<file path="config.mk">
export PLATFORM = sky130hd
export DESIGN_NAME = vram_frame_loader_flat
export DESIGN_NICKNAME = d
export VERILOG_FILES = /design/src/rtl/vram_frame_loader_pkg.sv /design/src/rtl/vram_frame_loader_if.sv /design/src/rtl/vram_frame_loader_sync_fifo.sv /design/src/rtl/vram_frame_loader.sv /design/src/flat_wrapper.sv
export SDC_FILE = /design/constraint.sdc
export NUM_CORES = 1
export LEC_CHECK = 0
export ABC_AREA = 1
export BUFFER_PORTS_ARGS = -buffer_cell sky130_fd_sc_hd__clkbuf_2
export CORE_UTILIZATION = 55
export CTS_BUF_LIST = sky130_fd_sc_hd__clkbuf_8
export DETAILED_ROUTE_END_ITERATION = 6
export HOLD_SLACK_MARGIN = 0.02
export PLACE_DENSITY = 0.83
export SLEW_MARGIN = 20
export SYNTH_ARGS = -nofsm -noshare
export SYNTH_HDL_FRONTEND = slang
export SYNTH_SLANG_ARGS = --single-unit
</file>
<file path="constraint.sdc">
create_clock -name clk -period 3.2 [get_ports clk]
set_input_delay 0.64 -clock clk [delete_from_list [all_inputs] [get_ports clk]]
set_output_delay 0.64 -clock clk [all_outputs]
set_load 0.005 [all_outputs]
</file>
<file path="src/rtl/vram_frame_loader_pkg.sv">
// Shared constants, entry layout and FSM encoding for the VRAM frame loader.
// The 128x96 frame is stored row-major: address = row*128 + col.
package vram_frame_loader_pkg;

    localparam int H_PIX        = 128;
    localparam int V_PIX        = 96;
    localparam int FRAME_PIXELS = H_PIX * V_PIX;
    localparam int ADDR_W       = 14;
    localparam int RGB_W        = 3;
    localparam int FIFO_DEPTH   = 16;
    localparam int ENTRY_W      = RGB_W + 1;

    localparam logic [ADDR_W-1:0] LAST_ADDR = ADDR_W'(FRAME_PIXELS - 1);

    typedef enum logic [0:0] {
        ST_IDLE  = 1'b0,
        ST_WRITE = 1'b1
    } loader_state_e;

    typedef struct packed {
        logic             sof;
        logic [RGB_W-1:0] data;
    } pix_entry_t;

    function automatic pix_entry_t pack_entry(input logic sof, input logic [RGB_W-1:0] data);
        pix_entry_t e;
        e.sof  = sof;
        e.data = data;
        return e;
    endfunction

endpackage

</file>
<file path="src/rtl/vram_frame_loader_if.sv">
// Pixel stream (valid/ready) between a pixel source and the frame loader.
interface vram_frame_loader_if;
    import vram_frame_loader_pkg::*;

    logic             in_valid;
    logic             in_ready;
    logic [RGB_W-1:0] in_data;
    logic             in_sof;

    modport master (
        output in_valid,
        output in_data,
        output in_sof,
        input  in_ready
    );

    modport slave (
        input  in_valid,
        input  in_data,
        input  in_sof,
        output in_ready
    );

endinterface

</file>
<file path="src/rtl/vram_frame_loader_sync_fifo.sv">
// Single-clock FIFO with registered occupancy; DEPTH must be a power of two
// so the read/write pointers wrap on their own.
module sync_fifo #(
    parameter  int WIDTH = 4,
    parameter  int DEPTH = 16,
    localparam int PTR_W = $clog2(DEPTH),
    localparam int LVL_W = PTR_W + 1
) (
    input  logic             clk,
    input  logic             reset,
    input  logic             i_push,
    input  logic             i_pop,
    input  logic [WIDTH-1:0] i_wdata,
    output logic [WIDTH-1:0] o_rdata,
    output logic             o_full,
    output logic             o_empty,
    output logic [LVL_W-1:0] o_level
);

    logic [WIDTH-1:0] r_mem [DEPTH];
    logic [PTR_W-1:0] r_wr_ptr;
    logic [PTR_W-1:0] r_rd_ptr;
    logic [LVL_W-1:0] r_count;
    logic             w_push;
    logic             w_pop;

    assign o_full  = (r_count == LVL_W'(DEPTH));
    assign o_empty = (r_count == LVL_W'(0));
    assign w_push  = i_push && !o_full;
    assign w_pop   = i_pop && !o_empty;
    assign o_rdata = r_mem[r_rd_ptr];
    assign o_level = r_count;

    // Storage array carries no reset; only the pointers define validity.
    always_ff @(posedge clk) begin
        if (w_push) begin
            r_mem[r_wr_ptr] <= i_wdata;
        end
    end

    always_ff @(posedge clk) begin
        if (reset) begin
            r_wr_ptr <= PTR_W'(0);
            r_rd_ptr <= PTR_W'(0);
            r_count  <= LVL_W'(0);
        end else begin
            if (w_push) begin
                r_wr_ptr <= r_wr_ptr + PTR_W'(1);
            end
            if (w_pop) begin
                r_rd_ptr <= r_rd_ptr + PTR_W'(1);
            end
            case ({w_push, w_pop})
                2'b10:   r_count <= r_count + LVL_W'(1);
                2'b01:   r_count <= r_count - LVL_W'(1);
                default: r_count <= r_count;
            endcase
        end
    end

endmodule

</file>
<file path="src/rtl/vram_frame_loader.sv">
// Writes a {sof,RGB} pixel stream into the VRAM write port, one pixel per
// clock, optionally only during vertical blanking so the display never tears.
module vram_frame_loader #(
    parameter  int H_PIX      = vram_frame_loader_pkg::H_PIX,
    parameter  int V_PIX      = vram_frame_loader_pkg::V_PIX,
    parameter  int ADDR_W     = vram_frame_loader_pkg::ADDR_W,
    parameter  int FIFO_DEPTH = vram_frame_loader_pkg::FIFO_DEPTH,
    parameter  int BLANK_ONLY = 1,
    localparam int LVL_W      = $clog2(FIFO_DEPTH) + 1
) (
    input  logic                                    clk,
    input  logic                                    reset,
    vram_frame_loader_if.slave                      s_in,
    input  logic                                    vblank,
    output logic                                    wr_en,
    output logic [ADDR_W-1:0]                       wr_addr,
    output logic [vram_frame_loader_pkg::RGB_W-1:0] wr_data,
    output logic                                    frame_done,
    output logic                                    sof_err,
    output logic [LVL_W-1:0]                        fifo_level
);
    import vram_frame_loader_pkg::*;

    localparam logic [ADDR_W-1:0] L_LAST_ADDR = ADDR_W'(H_PIX * V_PIX - 1);
    localparam logic              L_GATED     = (BLANK_ONLY != 32'sd0);

    pix_entry_t       w_wdata;
    logic [ENTRY_W-1:0] w_head_bits;
    pix_entry_t       w_head;
    logic             w_fifo_full;
    logic             w_fifo_empty;
    logic             w_push;
    logic             w_pop;

    loader_state_e    r_state;
    logic [ADDR_W-1:0] r_addr_cnt;
    logic             r_wr_en;
    logic [ADDR_W-1:0] r_wr_addr;
    logic [RGB_W-1:0] r_wr_data;
    logic             r_frame_done;
    logic             r_sof_err;

    loader_state_e    w_state_nxt;
    logic [ADDR_W-1:0] w_addr_cnt_nxt;
    logic             w_wr_en_nxt;
    logic [ADDR_W-1:0] w_wr_addr_nxt;
    logic [RGB_W-1:0] w_wr_data_nxt;
    logic             w_frame_done_nxt;
    logic             w_sof_err_nxt;

    assign s_in.in_ready = !w_fifo_full && !reset;
    assign w_push        = s_in.in_valid && s_in.in_ready;
    assign w_wdata       = pack_entry(s_in.in_sof, s_in.in_data);
    assign w_head        = pix_entry_t'(w_head_bits);
    assign w_pop         = !w_fifo_empty && (!L_GATED || vblank);

    sync_fifo #(
        .WIDTH (ENTRY_W),
        .DEPTH (FIFO_DEPTH)
    ) u_fifo (
        .clk     (clk),
        .reset   (reset),
        .i_push  (w_push),
        .i_pop   (w_pop),
        .i_wdata (w_wdata),
        .o_rdata (w_head_bits),
        .o_full  (w_fifo_full),
        .o_empty (w_fifo_empty),
        .o_level (fifo_level)
    );

    // Frame sequencing: addr_cnt is the address the next non-SOF pixel lands on.
    always_comb begin
        w_state_nxt      = r_state;
        w_addr_cnt_nxt   = r_addr_cnt;
        w_wr_en_nxt      = 1'b0;
        w_wr_addr_nxt    = r_wr_addr;
        w_wr_data_nxt    = r_wr_data;
        w_frame_done_nxt = 1'b0;
        w_sof_err_nxt    = 1'b0;
        if (w_pop) begin
            case (r_state)
                ST_IDLE: begin
                    if (w_head.sof) begin
                        w_wr_en_nxt    = 1'b1;
                        w_wr_addr_nxt  = ADDR_W'(0);
                        w_wr_data_nxt  = w_head.data;
                        w_addr_cnt_nxt = ADDR_W'(1);
                        w_state_nxt    = ST_WRITE;
                    end else begin
                        w_state_nxt    = ST_IDLE;
                    end
                end
                ST_WRITE: begin
                    w_wr_en_nxt   = 1'b1;
                    w_wr_data_nxt = w_head.data;
                    if (w_head.sof && (r_addr_cnt != ADDR_W'(0))) begin
                        w_sof_err_nxt  = 1'b1;
                        w_wr_addr_nxt  = ADDR_W'(0);
                        w_addr_cnt_nxt = ADDR_W'(1);
                    end else if (r_addr_cnt == L_LAST_ADDR) begin
                        w_wr_addr_nxt    = r_addr_cnt;
                        w_frame_done_nxt = 1'b1;
                        w_addr_cnt_nxt   = ADDR_W'(0);
                        w_state_nxt      = ST_IDLE;
                    end else begin
                        w_wr_addr_nxt  = r_addr_cnt;
                        w_addr_cnt_nxt = r_addr_cnt + ADDR_W'(1);
                    end
                end
                default: begin
                    w_state_nxt    = ST_IDLE;
                    w_addr_cnt_nxt = ADDR_W'(0);
                end
            endcase
        end else begin
            w_state_nxt = r_state;
        end
    end

    always_ff @(posedge clk) begin
        if (reset) begin
            r_state    <= ST_IDLE;
            r_addr_cnt <= ADDR_W'(0);
        end else begin
            r_state    <= w_state_nxt;
            r_addr_cnt <= w_addr_cnt_nxt;
        end
    end

    // Write port is registered so frame_done/sof_err line up with their wr_en.
    always_ff @(posedge clk) begin
        if (reset) begin
            r_wr_en      <= 1'b0;
            r_wr_addr    <= ADDR_W'(0);
            r_wr_data    <= RGB_W'(0);
            r_frame_done <= 1'b0;
            r_sof_err    <= 1'b0;
        end else begin
            r_wr_en      <= w_wr_en_nxt;
            r_wr_addr    <= w_wr_addr_nxt;
            r_wr_data    <= w_wr_data_nxt;
            r_frame_done <= w_frame_done_nxt;
            r_sof_err    <= w_sof_err_nxt;
        end
    end

    assign wr_en      = r_wr_en;
    assign wr_addr    = r_wr_addr;
    assign wr_data    = r_wr_data;
    assign frame_done = r_frame_done;
    assign sof_err    = r_sof_err;

endmodule

</file>
<file path="src/flat_wrapper.sv">
// flat-port wrapper written by rule: the top's interface ports become plain ports
module vram_frame_loader_flat import vram_frame_loader_pkg::*;
#(
    parameter  int H_PIX      = vram_frame_loader_pkg::H_PIX,
    parameter  int V_PIX      = vram_frame_loader_pkg::V_PIX,
    parameter  int ADDR_W     = vram_frame_loader_pkg::ADDR_W,
    parameter  int FIFO_DEPTH = vram_frame_loader_pkg::FIFO_DEPTH,
    parameter  int BLANK_ONLY = 1,
    localparam int LVL_W      = $clog2(FIFO_DEPTH) + 1
)
  (clk, reset, vblank, wr_en, wr_addr, wr_data, frame_done, sof_err, fifo_level, s_in_in_valid, s_in_in_data, s_in_in_sof, s_in_in_ready);
  vram_frame_loader_if s_in_i ();
  input  logic clk;
  input  logic reset;
  input  logic vblank;
  output logic wr_en;
  output logic [ADDR_W-1:0] wr_addr;
  output logic [vram_frame_loader_pkg::RGB_W-1:0] wr_data;
  output logic frame_done;
  output logic sof_err;
  output logic [LVL_W-1:0] fifo_level;
  input wire logic [$bits(s_in_i.in_valid)-1:0] s_in_in_valid;
  input wire logic [$bits(s_in_i.in_data)-1:0] s_in_in_data;
  input wire logic [$bits(s_in_i.in_sof)-1:0] s_in_in_sof;
  output wire logic [$bits(s_in_i.in_ready)-1:0] s_in_in_ready;
  assign s_in_i.in_valid = s_in_in_valid;
  assign s_in_i.in_data = s_in_in_data;
  assign s_in_i.in_sof = s_in_in_sof;
  assign s_in_in_ready = s_in_i.in_ready;
  vram_frame_loader #(.H_PIX(H_PIX), .V_PIX(V_PIX), .ADDR_W(ADDR_W), .FIFO_DEPTH(FIFO_DEPTH), .BLANK_ONLY(BLANK_ONLY)) u_core (.clk(clk), .reset(reset), .s_in(s_in_i), .vblank(vblank), .wr_en(wr_en), .wr_addr(wr_addr), .wr_data(wr_data), .frame_done(frame_done), .sof_err(sof_err), .fifo_level(fifo_level));
endmodule
</file>
==> report_table.html <==
<table>
<tr><th>Metric</th><th>Value</th></tr>
<tr><th colspan="2">Timing</th></tr>
<tr><td>RSZ-0062 raised after global routing</td><td>false</td></tr>
<tr><td>Max-slew violation count</td><td>0</td></tr>
<tr><td>Fin crit period</td><td>2.580 ns</td></tr>
<tr><td>Number of hold violations in the final report</td><td>0</td></tr>
<tr><td>Post-route fraction of the period consumed by the critical path</td><td>80.62%</td></tr>
<tr><td>Sum Neg Setup Slack</td><td>0 ns</td></tr>
<tr><td>Actual transition at the worst max-transition pin</td><td>0.7262 ns</td></tr>
<tr><td>Final setup vio count</td><td>0</td></tr>
<tr><td>Smallest hold slack</td><td>0.4669 ns</td></tr>
<tr><td>Least setup slack across all paths after layout</td><td>0.6201 ns</td></tr>
<tr><td>Worst max-slew margin expressed relative to the limit</td><td>between 50% and 60%</td></tr>
<tr><td>Highest clock frequency the design can meet</td><td>0.3876 GHz</td></tr>
<tr><td>Worst-case clock skew</td><td>roughly 0.0089 ns</td></tr>
<tr><th colspan="2">Job</th></tr>
<tr><td>Max-cap violations</td><td>0</td></tr>
<tr><th colspan="2">Pwr</th></tr>
<tr><td>Pwr/cell area</td><td>723.4 mW/mm^2</td></tr>
<tr><td>Static Leakage</td><td>2.195 nW</td></tr>
<tr><td>VDD IR-drop max</td><td>0.4839 mV</td></tr>
<tr><th colspan="2">Layout</th></tr>
<tr><td>Final Non-Filler Cells</td><td>708</td></tr>
<tr><td>Final non-filler cell area</td><td>0.005759 mm^2</td></tr>
<tr><td>Total Nets Final</td><td>between 600 and 700</td></tr>
<tr><td>Area added between synthesis and finish</td><td>11.70%</td></tr>
<tr><td>Layout cells sized above 1</td><td>14.33%</td></tr>
<tr><td>Final antenna diode count</td><td>0</td></tr>
<tr><td>Fillers</td><td>685</td></tr>
<tr><th colspan="2">CTS</th></tr>
<tr><td>Clock tree root buffer cell</td><td>clkbuf_8</td></tr>
<tr><td>Insertion delay to the later sink of the worst-skew pair</td><td>about 0.43 ns</td></tr>
<tr><td>Post-cts hold buffer count</td><td>0</td></tr>
<tr><td>Clock input transition at the sequential cells of the worst setup and hold paths</td><td>~0.07 ns</td></tr>
<tr><td>Clock sink total</td><td>116</td></tr>
<tr><td>Number of gates given a new drive strength after cts</td><td>0</td></tr>
<tr><td>Number of buffers inserted to repair setup after CTS</td><td>0</td></tr>
<tr><td>TritonCTS buffer count</td><td>17</td></tr>
<tr><td>Clock tree from TritonCTS</td><td>yes</td></tr>
<tr><td>Number of levels the H-tree was split into</td><td>4</td></tr>
<tr><td>Maximum count of clock buffers along a single path</td><td>2</td></tr>
<tr><th colspan="2">Yosys</th></tr>
<tr><td>Synthesized netlist cell count</td><td>554</td></tr>
<tr><td>Proportion of netlist area held by the largest area contributor</td><td>37.27%</td></tr>
<tr><td>Cell taking the most area after synthesis</td><td>edfxtp_1</td></tr>
<tr><td>Largest cells by area after synthesis</td><td>edfxtp_1, dfxtp_1, nand2_1</td></tr>
<tr><td>Number of distinct library cell variants in the gate-level netlist after synthesis</td><td>30</td></tr>
<tr><td>Number of warnings issued by yosys</td><td>0</td></tr>
<tr><td>Most frequent cells after synthesis</td><td>nand2_1, nor2_1, edfxtp_1, dfxtp_1, o21ai_0</td></tr>
<tr><td>Mean post-synth cell area</td><td>between 9 and 10 um^2</td></tr>
<tr><td>Async S/R FF share, synth</td><td>0%</td></tr>
<tr><td>Post-synthesis sequential element count</td><td>116</td></tr>
<tr><td>Most numerous cell in the Yosys netlist</td><td>nand2_1</td></tr>
<tr><td>Most common flop cell mapped by yosys</td><td>edfxtp_1</td></tr>
<tr><td>Number of nets in the synthesized netlist</td><td>572</td></tr>
<tr><td>Number of enable flip-flop cells after synthesis</td><td>64</td></tr>
<tr><td>Sequential-to-total area share from yosys stat</td><td>a little under three fifths</td></tr>
<tr><td>Netlist Area Pre-Place</td><td>slightly above 0.005 mm^2</td></tr>
<tr><th colspan="2">Critical path</th></tr>
<tr><td>Start-to-end type of the worst setup path</td><td>reg2reg</td></tr>
<tr><td>Biggest fanout along the worst timing path</td><td>7</td></tr>
<tr><td>Crit end category</td><td>flip-flop</td></tr>
<tr><td>Data required time at the worst endpoint</td><td>3.51 ns</td></tr>
<tr><td>Worst setup SP type</td><td>flip-flop</td></tr>
<tr><td>Arrival time of data at the critical path endpoint</td><td>2.89 ns</td></tr>
<tr><th colspan="2">Place</th></tr>
<tr><td>Global placement routability congestion</td><td>~0.88</td></tr>
<tr><td>Cell area after placement</td><td>0.005341 mm^2</td></tr>
<tr><td>HPWL reported at the end of detailed placement</td><td>around 7100 um</td></tr>
<tr><td>Worst setup slack after placement</td><td>0.4946 ns</td></tr>
<tr><td>Post-Place Cells</td><td>676</td></tr>
<tr><td>IO Port Bufs</td><td>33</td></tr>
<tr><th colspan="2">GRT</th></tr>
<tr><td>Via count of the first global-routing pass</td><td>~3800</td></tr>
<tr><td>Largest net degree at the start of global routing</td><td>33</td></tr>
<tr><td>Initial antenna violation count</td><td>0</td></tr>
<tr><td>Total grt overflow</td><td>0</td></tr>
<tr><td>Global-route usage over all layers</td><td>around 24%</td></tr>
<tr><td>First-pass GRT wire length</td><td>18310 um</td></tr>
<tr><th colspan="2">Routing</th></tr>
<tr><td>Number of nets with antenna violations after routing</td><td>0</td></tr>
<tr><td>Routed vias/inst</td><td>about 5.5</td></tr>
<tr><td>Overall routed net length</td><td>between 10000 and 15000 um</td></tr>
<tr><td>DRT iter0 DRCs</td><td>315</td></tr>
<tr><td>Total via count in the routed design</td><td>about 4000</td></tr>
<tr><td>Drt drc</td><td>0</td></tr>
<tr><td>Per-cell routed wire length</td><td>15.26 um</td></tr>
<tr><td>Detailed-routing iteration count for the pre-antenna-repair pass</td><td>5</td></tr>
<tr><th colspan="2">Floorplan</th></tr>
<tr><td>Number of cell rows</td><td>34</td></tr>
<tr><td>Starting density of the core</td><td>57.99%</td></tr>
<tr><td>Die Area</td><td>about 0.0098 mm^2</td></tr>
<tr><td>Vertical die dimension</td><td>a little under 100 um</td></tr>
<tr><td>Width of the die</td><td>98.83 um</td></tr>
<tr><td>I/O pin cnt</td><td>34</td></tr>
<tr><td>Core region area</td><td>just under 0.009 mm^2</td></tr>
<tr><th colspan="2">Run status</th></tr>
<tr><td>Run status</td><td>completed</td></tr>
<tr><th colspan="2">Min path</th></tr>
<tr><td>Hold WC Path Type</td><td>reg2reg</td></tr>
</table>
-- state kept, by name, summed over array words and instances (netlist names), named ones only --
register / cells
u_core.wr_addr: 14
u_core.frame_done: 1
u_core.u_fifo.r_mem: 64
u_core.sof_err: 1
u_core.wr_en: 1
u_core.r_state: 1
u_core.wr_data: 3
u_core.r_addr_cnt: 14
u_core.u_fifo.o_level: 5
u_core.u_fifo.r_rd_ptr: 4
u_core.u_fifo.r_wr_ptr: 4
-- worst paths after layout --
kind,startpoint,endpoint,slack [ns],cells past startpoint
max,u_core.u_fifo.o_level[1],u_core.u_fifo.o_level[4],0.62,16
min,u_core.wr_addr[0],u_core.wr_addr[0],0.47,2
max reg2reg,u_core.u_fifo.o_level[1],u_core.u_fifo.o_level[4],0.62,16
min reg2reg,u_core.wr_addr[0],u_core.wr_addr[0],0.47,2
-- worst max-delay path, stage by stage (launching register included) --
cell and delay (ns):
dfxtp_1 0.36, nor2_1 0.18, nand4_1 0.10, nand2_1 0.07, inv_1 0.05, nand2_1 0.16, ha_1 0.33, xor2_1 0.26
ha_1 0.19, inv_1 0.04, nand2_1 0.09, nand2_1 0.06, o21ai_0 0.19, or2_2 0.14, nand2_1 0.06, o21ai_0 0.14
a21oi_1 0.06
-- cells in the final DEF (no fill, tap or decap), types with 10 or more instances in the layout --
cell type,n
clkbuf_8,19
nand2_1,97
nor2_1,74
inv_1,45
o21ai_0,50
a21oi_1,40
nand3_1,38
ha_1,10
dfxtp_1,52
clkbuf_2,33
edfxtp_1,64
-- area by class of cell --
class                      instances  area, um^2  share of cell area (%)
sequential                       116        2963                   51.44
multi-input combinational        366        1861                   32.30
clock buffer                      19       261.5                   4.541
timing repair buffer              38       202.7                   3.519
inverter                          48       180.2                   3.128
clock inverter                    13       156.4                   2.716
tap                              108       135.1                   2.346
-- through the flow --
| stage | power (mW) | utilization (%) |
|---|---|---|
| final | 4.166 | 64.78 |
| after global routing | 4.408 | 64.78 |
| after CTS | 4.189 | 64.78 |
| after detailed placement | 2.800 | 60.08 |
| after global placement | 2.746 | 60.08 |
| after floorplan | 2.566 | - |
-- power breakdown --
part | switching, mW | internal, mW | leakage [nW]
logic | 0.694 | 0.331 | 0.987
registers | 0.0861 | 1.66 | 0.999
clock network | 0.585 | 0.807 | 0.209
-- kinds of logic (layout without fill, tap and decap cells) --
kind of cell	after synthesis	after routing	synth area share [%]
AOI/OAI and AO/OA	103	103	10.87
xor gates and xnor gates	11	11	1.869
adders and majority gates	10	10	2.427
buffers and inverters	72	118	6.455
DFF	116	116	57.46
and+or+nand+nor	242	242	20.92
-- per-layer routing --
metal  part of all wire, %  global-route usage, %  up-vias
met1                    43                  30.45     1828
met3                   5.5                  6.099       26
li1                      -                      -     1941
met5                     0                      0        -
met4                   2.2                  11.14        0
met2                    49                  39.48      129
(Power assumes the default switching activity.)
